## src/rtl/atm_session_ctrl_if.sv

```systemverilog
// Session-controller bus: card/password/transaction inputs from the front panel
// and cardhandling, plus the registered strobes and status going back.
interface atm_session_ctrl_if #(
    parameter int balance_width = 20
);
    logic                     card_in;
    logic                     card_out;
    logic                     psw_submit;
    logic                     wrong_psw;
    logic [balance_width-1:0] balance;
    logic                     op_start;
    logic [1:0]               op_sel;
    logic [balance_width-1:0] amount;

    logic                     psw_en;
    logic                     op_done;
    logic [balance_width-1:0] updated_balance;
    logic                     dispense;
    logic                     op_err;
    logic                     card_eject;
    logic                     card_retain;
    logic [2:0]               tries;

    modport master (
        output card_in, card_out, psw_submit, wrong_psw, balance, op_start, op_sel, amount,
        input  psw_en, op_done, updated_balance, dispense, op_err, card_eject, card_retain, tries
    );

    modport slave (
        input  card_in, card_out, psw_submit, wrong_psw, balance, op_start, op_sel, amount,
        output psw_en, op_done, updated_balance, dispense, op_err, card_eject, card_retain, tries
    );
endinterface

```

## src/rtl/atm_session_ctrl.sv

```systemverilog
// ATM session FSM: authentication, withdraw/deposit/inquiry, eject/retain.
// Optional inactivity timeout in AUTH/MENU enabled by defining ATM_TIMEOUT_EN.
module atm_session_ctrl #(
    parameter int balance_width  = 20,
    parameter int max_tries      = 3,
    parameter int timeout_cycles = 1000
) (
    input  logic                 clk,
    input  logic                 rst,
    atm_session_ctrl_if.slave    bus
);
    localparam logic [2:0] IDLE   = 3'd0;
    localparam logic [2:0] AUTH   = 3'd1;
    localparam logic [2:0] CHECK  = 3'd2;
    localparam logic [2:0] MENU   = 3'd3;
    localparam logic [2:0] COMMIT = 3'd4;
    localparam logic [2:0] EJECT  = 3'd5;
    localparam logic [2:0] RETAIN = 3'd6;

    logic [2:0]               state_q, state_d;
    logic [2:0]               tries_q, tries_d, tries_inc;
    logic [balance_width-1:0] upd_q, upd_d;
    logic                     op_done_q, op_done_d;
    logic                     dispense_q, dispense_d;
    logic                     op_err_q, op_err_d;
    logic                     psw_en_q, eject_q, retain_q;
    logic                     pend_q, pend_d;
    logic [balance_width:0]   sum;
    logic                     to_hit;

`ifdef ATM_TIMEOUT_EN
    localparam int TW = (timeout_cycles > 1) ? $clog2(timeout_cycles) + 1 : 1;
    logic [TW-1:0] to_cnt_q, to_cnt_d;
    logic          activity, waiting;

    assign activity = bus.psw_submit | bus.op_start | bus.card_out;
    assign waiting  = (state_q == AUTH) || (state_q == MENU);
    assign to_hit   = waiting && !activity && (to_cnt_q == TW'(timeout_cycles - 1));

    always_comb begin
        to_cnt_d = to_cnt_q;
        if (activity || (state_d != state_q)) to_cnt_d = '0;
        else if (waiting)                     to_cnt_d = to_cnt_q + 1'b1;
    end

    always_ff @(posedge clk) begin
        if (rst) to_cnt_q <= '0;
        else     to_cnt_q <= to_cnt_d;
    end
`else
    assign to_hit = 1'b0;
`endif

    assign sum       = {1'b0, bus.balance} + {1'b0, bus.amount};
    assign tries_inc = tries_q + 3'd1;

    always_comb begin
        state_d    = state_q;
        tries_d    = tries_q;
        upd_d      = upd_q;
        op_done_d  = 1'b0;
        dispense_d = 1'b0;
        op_err_d   = 1'b0;
        pend_d     = pend_q;
        case (state_q)
            IDLE: begin
                pend_d = 1'b0;
                if (bus.card_in) begin
                    state_d = AUTH;
                    tries_d = 3'd0;
                end
            end
            AUTH: begin
                if (bus.psw_submit)    state_d = CHECK;
                else if (bus.card_out) state_d = EJECT;
            end
            CHECK: begin
                if (bus.wrong_psw) begin
                    tries_d = tries_inc;
                    state_d = (tries_inc == 3'(max_tries)) ? RETAIN : AUTH;
                end else begin
                    state_d = MENU;
                end
            end
            MENU: begin
                // An eject requested during COMMIT is honoured before any new op.
                if (pend_q) begin
                    pend_d  = 1'b0;
                    state_d = EJECT;
                end else if (bus.op_start) begin
                    case (bus.op_sel)
                        2'b01: begin
                            if (bus.amount <= bus.balance) begin
                                state_d    = COMMIT;
                                upd_d      = bus.balance - bus.amount;
                                op_done_d  = 1'b1;
                                dispense_d = 1'b1;
                            end else begin
                                op_err_d = 1'b1;
                            end
                        end
                        2'b10: begin
                            if (!sum[balance_width]) begin
                                state_d   = COMMIT;
                                upd_d     = sum[balance_width-1:0];
                                op_done_d = 1'b1;
                            end else begin
                                op_err_d = 1'b1;
                            end
                        end
                        2'b11:   ;
                        default: op_err_d = 1'b1;
                    endcase
                end else if (bus.card_out) begin
                    state_d = EJECT;
                end
            end
            COMMIT: begin
                state_d = MENU;
                if (bus.card_out) pend_d = 1'b1;
            end
            default: state_d = IDLE;
        endcase
        if (to_hit) state_d = EJECT;
    end

    always_ff @(posedge clk) begin
        if (rst) begin
            state_q    <= IDLE;
            tries_q    <= 3'd0;
            upd_q      <= '0;
            op_done_q  <= 1'b0;
            dispense_q <= 1'b0;
            op_err_q   <= 1'b0;
            psw_en_q   <= 1'b0;
            eject_q    <= 1'b0;
            retain_q   <= 1'b0;
            pend_q     <= 1'b0;
        end else begin
            state_q    <= state_d;
            tries_q    <= tries_d;
            upd_q      <= upd_d;
            op_done_q  <= op_done_d;
            dispense_q <= dispense_d;
            op_err_q   <= op_err_d;
            psw_en_q   <= (state_d == AUTH);
            eject_q    <= (state_d == EJECT);
            retain_q   <= (state_d == RETAIN);
            pend_q     <= pend_d;
        end
    end

    assign bus.psw_en          = psw_en_q;
    assign bus.op_done         = op_done_q;
    assign bus.updated_balance = upd_q;
    assign bus.dispense        = dispense_q;
    assign bus.op_err          = op_err_q;
    assign bus.card_eject      = eject_q;
    assign bus.card_retain     = retain_q;
    assign bus.tries           = tries_q;
endmodule

```

## src/flat_wrapper.sv

```systemverilog
// flat-port wrapper written by rule: the top's interface ports become plain ports
module atm_session_ctrl_flat 
#(
    parameter int balance_width  = 20,
    parameter int max_tries      = 3,
    parameter int timeout_cycles = 1000
)
  (clk, rst, bus_card_in, bus_card_out, bus_psw_submit, bus_wrong_psw, bus_balance, bus_op_start, bus_op_sel, bus_amount, bus_psw_en, bus_op_done, bus_updated_balance, bus_dispense, bus_op_err, bus_card_eject, bus_card_retain, bus_tries);
  atm_session_ctrl_if #(.balance_width(balance_width)) bus_i ();
  input  logic clk;
  input  logic rst;
  input wire logic [$bits(bus_i.card_in)-1:0] bus_card_in;
  input wire logic [$bits(bus_i.card_out)-1:0] bus_card_out;
  input wire logic [$bits(bus_i.psw_submit)-1:0] bus_psw_submit;
  input wire logic [$bits(bus_i.wrong_psw)-1:0] bus_wrong_psw;
  input wire logic [$bits(bus_i.balance)-1:0] bus_balance;
  input wire logic [$bits(bus_i.op_start)-1:0] bus_op_start;
  input wire logic [$bits(bus_i.op_sel)-1:0] bus_op_sel;
  input wire logic [$bits(bus_i.amount)-1:0] bus_amount;
  output wire logic [$bits(bus_i.psw_en)-1:0] bus_psw_en;
  output wire logic [$bits(bus_i.op_done)-1:0] bus_op_done;
  output wire logic [$bits(bus_i.updated_balance)-1:0] bus_updated_balance;
  output wire logic [$bits(bus_i.dispense)-1:0] bus_dispense;
  output wire logic [$bits(bus_i.op_err)-1:0] bus_op_err;
  output wire logic [$bits(bus_i.card_eject)-1:0] bus_card_eject;
  output wire logic [$bits(bus_i.card_retain)-1:0] bus_card_retain;
  output wire logic [$bits(bus_i.tries)-1:0] bus_tries;
  assign bus_i.card_in = bus_card_in;
  assign bus_i.card_out = bus_card_out;
  assign bus_i.psw_submit = bus_psw_submit;
  assign bus_i.wrong_psw = bus_wrong_psw;
  assign bus_i.balance = bus_balance;
  assign bus_i.op_start = bus_op_start;
  assign bus_i.op_sel = bus_op_sel;
  assign bus_i.amount = bus_amount;
  assign bus_psw_en = bus_i.psw_en;
  assign bus_op_done = bus_i.op_done;
  assign bus_updated_balance = bus_i.updated_balance;
  assign bus_dispense = bus_i.dispense;
  assign bus_op_err = bus_i.op_err;
  assign bus_card_eject = bus_i.card_eject;
  assign bus_card_retain = bus_i.card_retain;
  assign bus_tries = bus_i.tries;
  atm_session_ctrl #(.balance_width(balance_width), .max_tries(max_tries), .timeout_cycles(timeout_cycles)) u_core (.clk(clk), .rst(rst), .bus(bus_i));
endmodule
```

## config.mk

```make
export PLATFORM = sky130hd
export DESIGN_NAME = atm_session_ctrl_flat
export DESIGN_NICKNAME = d
export VERILOG_FILES = /design/src/rtl/atm_session_ctrl_if.sv /design/src/rtl/atm_session_ctrl.sv /design/src/flat_wrapper.sv
export SDC_FILE = /design/constraint.sdc
export NUM_CORES = 1
export LEC_CHECK = 0
export ABC_AREA = 0
export CAP_MARGIN = 10
export CORE_UTILIZATION = 25
export CTS_CLUSTER_DIAMETER = 100
export DETAILED_ROUTE_END_ITERATION = 12
export PLACE_DENSITY = 0.43
export SLEW_MARGIN = 20
export SYNTH_ARGS = -nofsm -noshare
export SYNTH_HDL_FRONTEND = slang
export SYNTH_SLANG_ARGS = --single-unit
```

## constraint.sdc

```tcl
create_clock -name clk -period 4.27 [get_ports clk]
set_input_delay 1.0675 -clock clk [delete_from_list [all_inputs] [get_ports clk]]
set_output_delay 1.0675 -clock clk [all_outputs]
set_load 0.02 [all_outputs]
```

==> results_dict.tcl, run 1 <==
set metrics [dict create \
    status "finished, final reports clean" \
    dieArea_mm2 0.01501 \
    core-area_mm2 0.01404 \
    cp_max_fo 7 \
    period_minus_slack_ps 4026 \
    slew_headroom_pct 60.34 \
    max_cap_viol_count 0 \
    grt_pass1_vias 3706 \
    route.detailed.drc 0 \
    hold_buffers 0 \
    route.detailed.wl_per_inst_um 14.88 \
    antenna_found_initial 0 \
    yosys_register_bits 33 \
    critPathSlowestCell "or4_1" \
    seq_area_frac_synth_pct 18.19 \
    portBuffers 77 \
    netlist_area_mm2 0.003632 \
    dr_total_vias 3801 \
    ant_nets 0 \
    dieWidth_um 122.5 \
    fin_nets 683 \
    post_cts_buffers 0 \
    yosys.cell_types.count 66 \
    p_comb_share_pct 37.9 \
    critPathTopFamily "compound AO/OA/AOI/OAI gates" \
    num_rows 43 \
    synth_flop_cell "dfxtp_1" \
    power.leakage_nw 2.014 \
    clock-sinks 33 \
    clkTransAtPathRegs_ps 60 \
    p_sw_share_pct 33.25 \
    dr.pass1.iters 4 \
    crit_path_start_kind "input port" \
    pwr-share-clk_pct 35.2 \
    setup_viol 0 \
    slew_viol_final 0 \
    cp_cell_sequence "clkdlybuf4s50_1 > ha_1 > fa_1 > nor2b_2 > o311a_1 > o31ai_2 > nand3_1 > o221a_1 > or4_1 > o311ai_1" \
    post-route-period-util_pct 94.28 \
    async_reset_ff_share_pct 0 \
    wl_um 11430 \
    post-place-cells 760 \
    required_ps 4450 \
    htreeDepth 2 \
    clk_root_buffer_cell "clkbuf_16" \
    grt_pass1_wl_um 18460 \
    yosysTopAreaCell "dfxtp_1" \
    arrival_ps 4210 \
    hold_class "flop to flop" \
    overflow 0 \
    viasPerCell 4.949 \
    ys_top_cells_by_area "dfxtp_1 (18%), ha_1 (16%), nor2_1 (6.0%)" \
    cts_tree "built" \
    synth_top_area_share_pct 18.19 \
    drive_gt1_share_pct 9.694 \
    finalWorstSetupSlack_ps 244.3 \
    start_util_pct 25.87 \
    synth-edff-count 0 \
    hold_ws_ps 501.6 \
    place_ws_ps -9.139 \
    worstMarginPinSlew_ps 589.8 \
    gp_congestion 0.7964 \
    worst_setup_path_end_kind "flop" \
    ctsResizeCount 0 \
    rsz0062_at_grt "false" \
    synth_common_cells "nor2_1 (58), ha_1 (45), a21oi_1 (41)" \
    syn_area_per_cell_um2 7.383 \
    p_per_area_mw_per_mm2 240.6 \
    path_buf_inv 1 \
    cts_max_path_buffers 2 \
    hold_violations 0 \
    clock_skew_ps 7.605 \
    p_int_w 0.0007967 \
    synth_most_common_cell "nor2_1" \
    area_delta_synth_final_pct 36.55 \
    insertion_delay_ps 280 \
    seqPwrFrac_pct 26.9 \
    yosysWarningCount 0 \
    cts_buffers 5 \
    drt-initial-drc-count 209 \
    critPathKind "input port to flop" \
    syn-num-nets 588 \
    die_y_um 122.5 \
    grt_usage_pct 15.41 \
    dp_hpwl_um 9358 \
    switching_power_w 0.0003968 \
    num_antenna_cells 0 \
    tns_ps 0 \
    max_freq_mhz 248.4 \
    irDropWorstVdd_uv 138.7 \
    netlist_instances 492 \
    grt_max_degree 34 \
    final_cell_count_no_fill 768 \
    max_stage_delay_ps 500 \
    ios 78 \
]
-- cells by family (layout without fill, tap and decap cells) --
group | Yosys count | after routing | share of synthesized area, %
DFF | 33 | 33 | 18.19
buffers and inverters | 68 | 164 | 8.026
xor gates and xnor gates | 17 | 17 | 4.099
adders and majority gates | 47 | 47 | 16.60
muxes | 7 | 7 | 1.964
and+or+nand+nor | 159 | 159 | 21.50
AOI/OAI and AO/OA | 161 | 161 | 29.63
-- layout make-up --
class,instances,area (µm²)
clock buffers,5,125.1
clock inverters,3,46.29
fillers,1514,9082
inverters,41,153.9
multi-input cells,391,2680
flip-flops and latches,33,660.6
well taps,180,225.2
repair buffers,115,1069
-- routing by layer --
metal	wire length, µm	global-route usage, %	share of wire, %
met1	5677	21.43	50
met4	97	2.744	0.85
met2	5186	25.56	45
met5	0	0	0
met3	465	1.812	4.1
-- state kept, by name (all words and copies together) (netlist names) --
signal                      flops
u_core.bus.card_retain          1
u_core.bus.op_err               1
u_core.state_q                  3
u_core.bus.updated_balance     20
u_core.bus.op_done              1
u_core.bus.dispense             1
u_core.bus.psw_en               1
u_core.pend_q                   1
u_core.bus.tries                3
u_core.bus.card_eject           1
-- worst register-to-register path, stage by stage (launching register included) --
cell and delay, ps:
dfxtp_1 600, nand3b_1 210, or3b_2 540, nor2_1 120, o21ai_1 140, or4_1 430, o311ai_1 230
-- worst paths after layout --
kind / from / end / slack (ps) / cells past startpoint
max: bus_amount[0] / u_core.bus.updated_balance[17]$_SDFFE_PP0P_ / 240 / 10
min: u_core.bus.updated_balance[12]$_SDFFE_PP0P_ / u_core.bus.updated_balance[12]$_SDFFE_PP0P_ / 500 / 2
max reg2reg: u_core.state_q[1]$_SDFF_PP0_ / u_core.bus.updated_balance[17]$_SDFFE_PP0P_ / 1910 / 6
min reg2reg: u_core.bus.updated_balance[12]$_SDFFE_PP0P_ / u_core.bus.updated_balance[12]$_SDFFE_PP0P_ / 500 / 2
-- layout by cell type (no fill, tap or decap), drive strengths merged, types with 6 or more instances in the layout --
master / instances
a211oi: 22
a21oi: 41
a31oi: 8
buf: 38
clkdlybuf4s50: 77
dfxtp: 33
ha: 45
inv: 40
mux2i: 6
nand2: 28
nand2b: 13
nand3: 9
nor2: 59
nor2b: 14
nor3: 11
o21a: 6
o21ai: 38
o31ai: 8
xnor2: 13
-- power by group through the flow --
stage | clock [W] | combinational [W] | sequential (W)
6_report | 0.000421 | 0.000452 | 0.000321
5_1_grt | 0.000442 | 0.000505 | 0.000321
4_1_cts | 0.000429 | 0.000455 | 0.000320
3_5_place_dp | 0 | 0.000452 | 0.000327
3_3_place_gp | 0 | 0.000454 | 0.000327
2_1_floorplan | 0 | 0.000273 | 0.000328
-- stage by stage --
stage / util [%] / power [W] / instance area, µm²
6_report: 35.32 / 0.001194 / 4960
5_1_grt: 35.32 / 0.001268 / 4960
4_1_cts: 35.32 / 0.001204 / 4960
3_5_place_dp: 34.10 / 0.0007793 / 4788
3_3_place_gp: 34.10 / 0.0007806 / 4788
2_1_floorplan: - / 0.0006003 / 3632
(Power assumes the default switching activity.)
==> inputs of run 2 (changes only) <==
clock period = 4.7 ns   (was 4.27 ns; I/O delays follow)
==> run 2 against run 1 <==
Net effect:
- utilization fell by 1.4 points
- cell area is 3.9% lower
- global-route usage up 0.10 points
- largest power group unchanged
- highest routed layer unchanged
==> results_dict.tcl, run 2 (synthesized netlist as in run 1, its figures left out) <==
set metrics [dict create \
    post-route-period-util_pct 88.76 \
    drt-initial-drc-count 255 \
    htreeDepth 2 \
    hold_class "flop to flop" \
    hold_ws_ps 482.5 \
    die_y_um 122.5 \
    core-area_mm2 0.01404 \
    power_w 0.001000 \
    hold_violations 0 \
    num_rows 43 \
    worst_setup_path_end_kind "flop" \
    min_path_cells 2 \
    cp_max_fo 34 \
    irDropWorstVdd_uv 135.5 \
    overflow 0 \
    largest_reg_flops 20 \
    period_minus_slack_ps 4172 \
    layout_commonest_cell "clkdlybuf4s50_1" \
    clock-sinks 33 \
    dr_total_vias 3733 \
    ant_nets 0 \
    cts_buffers 5 \
    route.detailed.wl_per_inst_um 15.17 \
    cp_cell_sequence "clkdlybuf4s50_1 > inv_1 > ha_1 > or4_1 > a211oi_2 > o31ai_2 > nand3_1 > o221a_1 > nor2_4 > buf_12 > or3b_1 > o311ai_1" \
    cts_max_path_buffers 2 \
    hold_start "u_core.bus.updated_balance[9]$_SDFFE_PP0P_" \
    rsz0062_at_grt "false" \
    grt_pass1_vias 3600 \
    ios 78 \
    portBuffers 77 \
    reg2regPathDepth 6 \
    worstMarginPinSlew_ps 719.8 \
    gp_congestion 0.8908 \
    min_to "u_core.bus.updated_balance[9]$_SDFFE_PP0P_" \
    reg2reg_slack_ps 2290 \
    post_cts_buffers 0 \
    slew_headroom_pct 51.87 \
    grt_max_degree 35 \
    dr.pass1.iters 5 \
    tns_ps 0 \
    mostFrequentLayoutCells "clkdlybuf4s50_1 (77), nor2_1 (58), ha_1 (45)" \
    max_freq_mhz 239.7 \
    rr_startpoint "u_core.state_q[1]$_SDFF_PP0_" \
    dieWidth_um 122.5 \
    max_stage_delay_ps 610 \
    area_delta_synth_final_pct 31.21 \
    viasPerCell 5.004 \
    path_buf_inv 3 \
    wl_um 11320 \
    power.leakage_nw 1.899 \
    cts_tree "built" \
    clock_skew_ps 5.719 \
    final_core_util_pct 33.94 \
    slew_viol_final 0 \
    insertion_delay_ps 280 \
    clk_root_buffer_cell "clkbuf_16" \
    start_util_pct 25.87 \
    max_cap_viol_count 0 \
    clkTransAtPathRegs_ps 60 \
    status "finished, final reports clean" \
    route.detailed.drc 0 \
    dp_hpwl_um 9239 \
    hold_buffers 0 \
    critPathKind "input port to flop" \
    required_ps 4880 \
    setup_viol 0 \
    num_antenna_cells 0 \
    r2r-end "u_core.bus.updated_balance[17]$_SDFFE_PP0P_" \
    crit_path_start_kind "input port" \
    grt_usage_pct 15.51 \
    drive_gt1_share_pct 6.184 \
    critPathSlowestCell "or4_1" \
    critPathTopFamily "simple AND/OR/NAND/NOR gates" \
    ctsResizeCount 0 \
    grt_pass1_wl_um 18440 \
    dieArea_mm2 0.01501 \
    arrival_ps 4360 \
    fin_nets 661 \
    p_per_area_mw_per_mm2 209.8 \
    antenna_found_initial 0 \
]
[run 2: changes by cell type in the layout (fill, tap and decap cells not counted)]
cell,before,now
bufinv_16,1,0
clkinv_2,0,2
clkinv_4,1,0
buf_4,37,15
[run 2: power by group]
part	total (W)	internal (W)	switching, W
combinational	0.000393	0.000172	0.000222
sequential	0.000291	0.000285	0.00000646
clock	0.000315	0.000194	0.000122
[run 2: final cells by class]
type | instances | area, µm²
Inverter | 41 | 153.9
Fill cell | 1498 | 9276
Multi-Input combinational cell | 391 | 2680
Clock buffer | 5 | 125.1
Timing Repair Buffer | 93 | 903.4
Tap cell | 180 | 225.2
Clock inverter | 3 | 17.52
Sequential cell | 33 | 660.6
[run 2: how the worst max path moves through the flow]
stage | from | to | slack, ps | cells past startpoint
2_1_floorplan | bus_amount[0] | u_core.bus.updated_balance[17]$_SDFFE_PP0P_ | 1040 | 10
3_3_place_gp | bus_amount[6] | u_core.bus.updated_balance[17]$_SDFFE_PP0P_ | 350 | 12
3_5_place_dp | bus_amount[6] | u_core.bus.updated_balance[17]$_SDFFE_PP0P_ | 280 | 12
4_1_cts | bus_amount[6] | u_core.bus.updated_balance[17]$_SDFFE_PP0P_ | 560 | 12
5_1_grt | bus_amount[6] | u_core.bus.updated_balance[17]$_SDFFE_PP0P_ | 320 | 12
6_report | bus_amount[6] | u_core.bus.updated_balance[17]$_SDFFE_PP0P_ | 530 | 12
[run 2: tightest hold or removal path: stages, from the launching register on]
cell and delay, ps:
dfxtp_1 310, o21ai_0 70, a21oi_1 60
[run 2: through the flow]
| stage | cell area, µm² | std cells | setup slack (ps) |
|---|---|---|---|
| after global placement | 4623 | 738 | 346.5 |
| after global routing | 4766 | 746 | 318.6 |
| after CTS | 4766 | 746 | 555.8 |
| after detailed placement | 4623 | 738 | 275.7 |
| final | 4766 | 746 | 528.1 |
| after floorplan | 3632 | 492 | 1036 |
[run 2: per-layer routing]
metal | share of wire, % | global-route usage (%)
met1 | 50 | 21.64
met2 | 45 | 25.32
met4 | 1.2 | 2.896
met5 | 0 | 0
met3 | 4.6 | 2.184
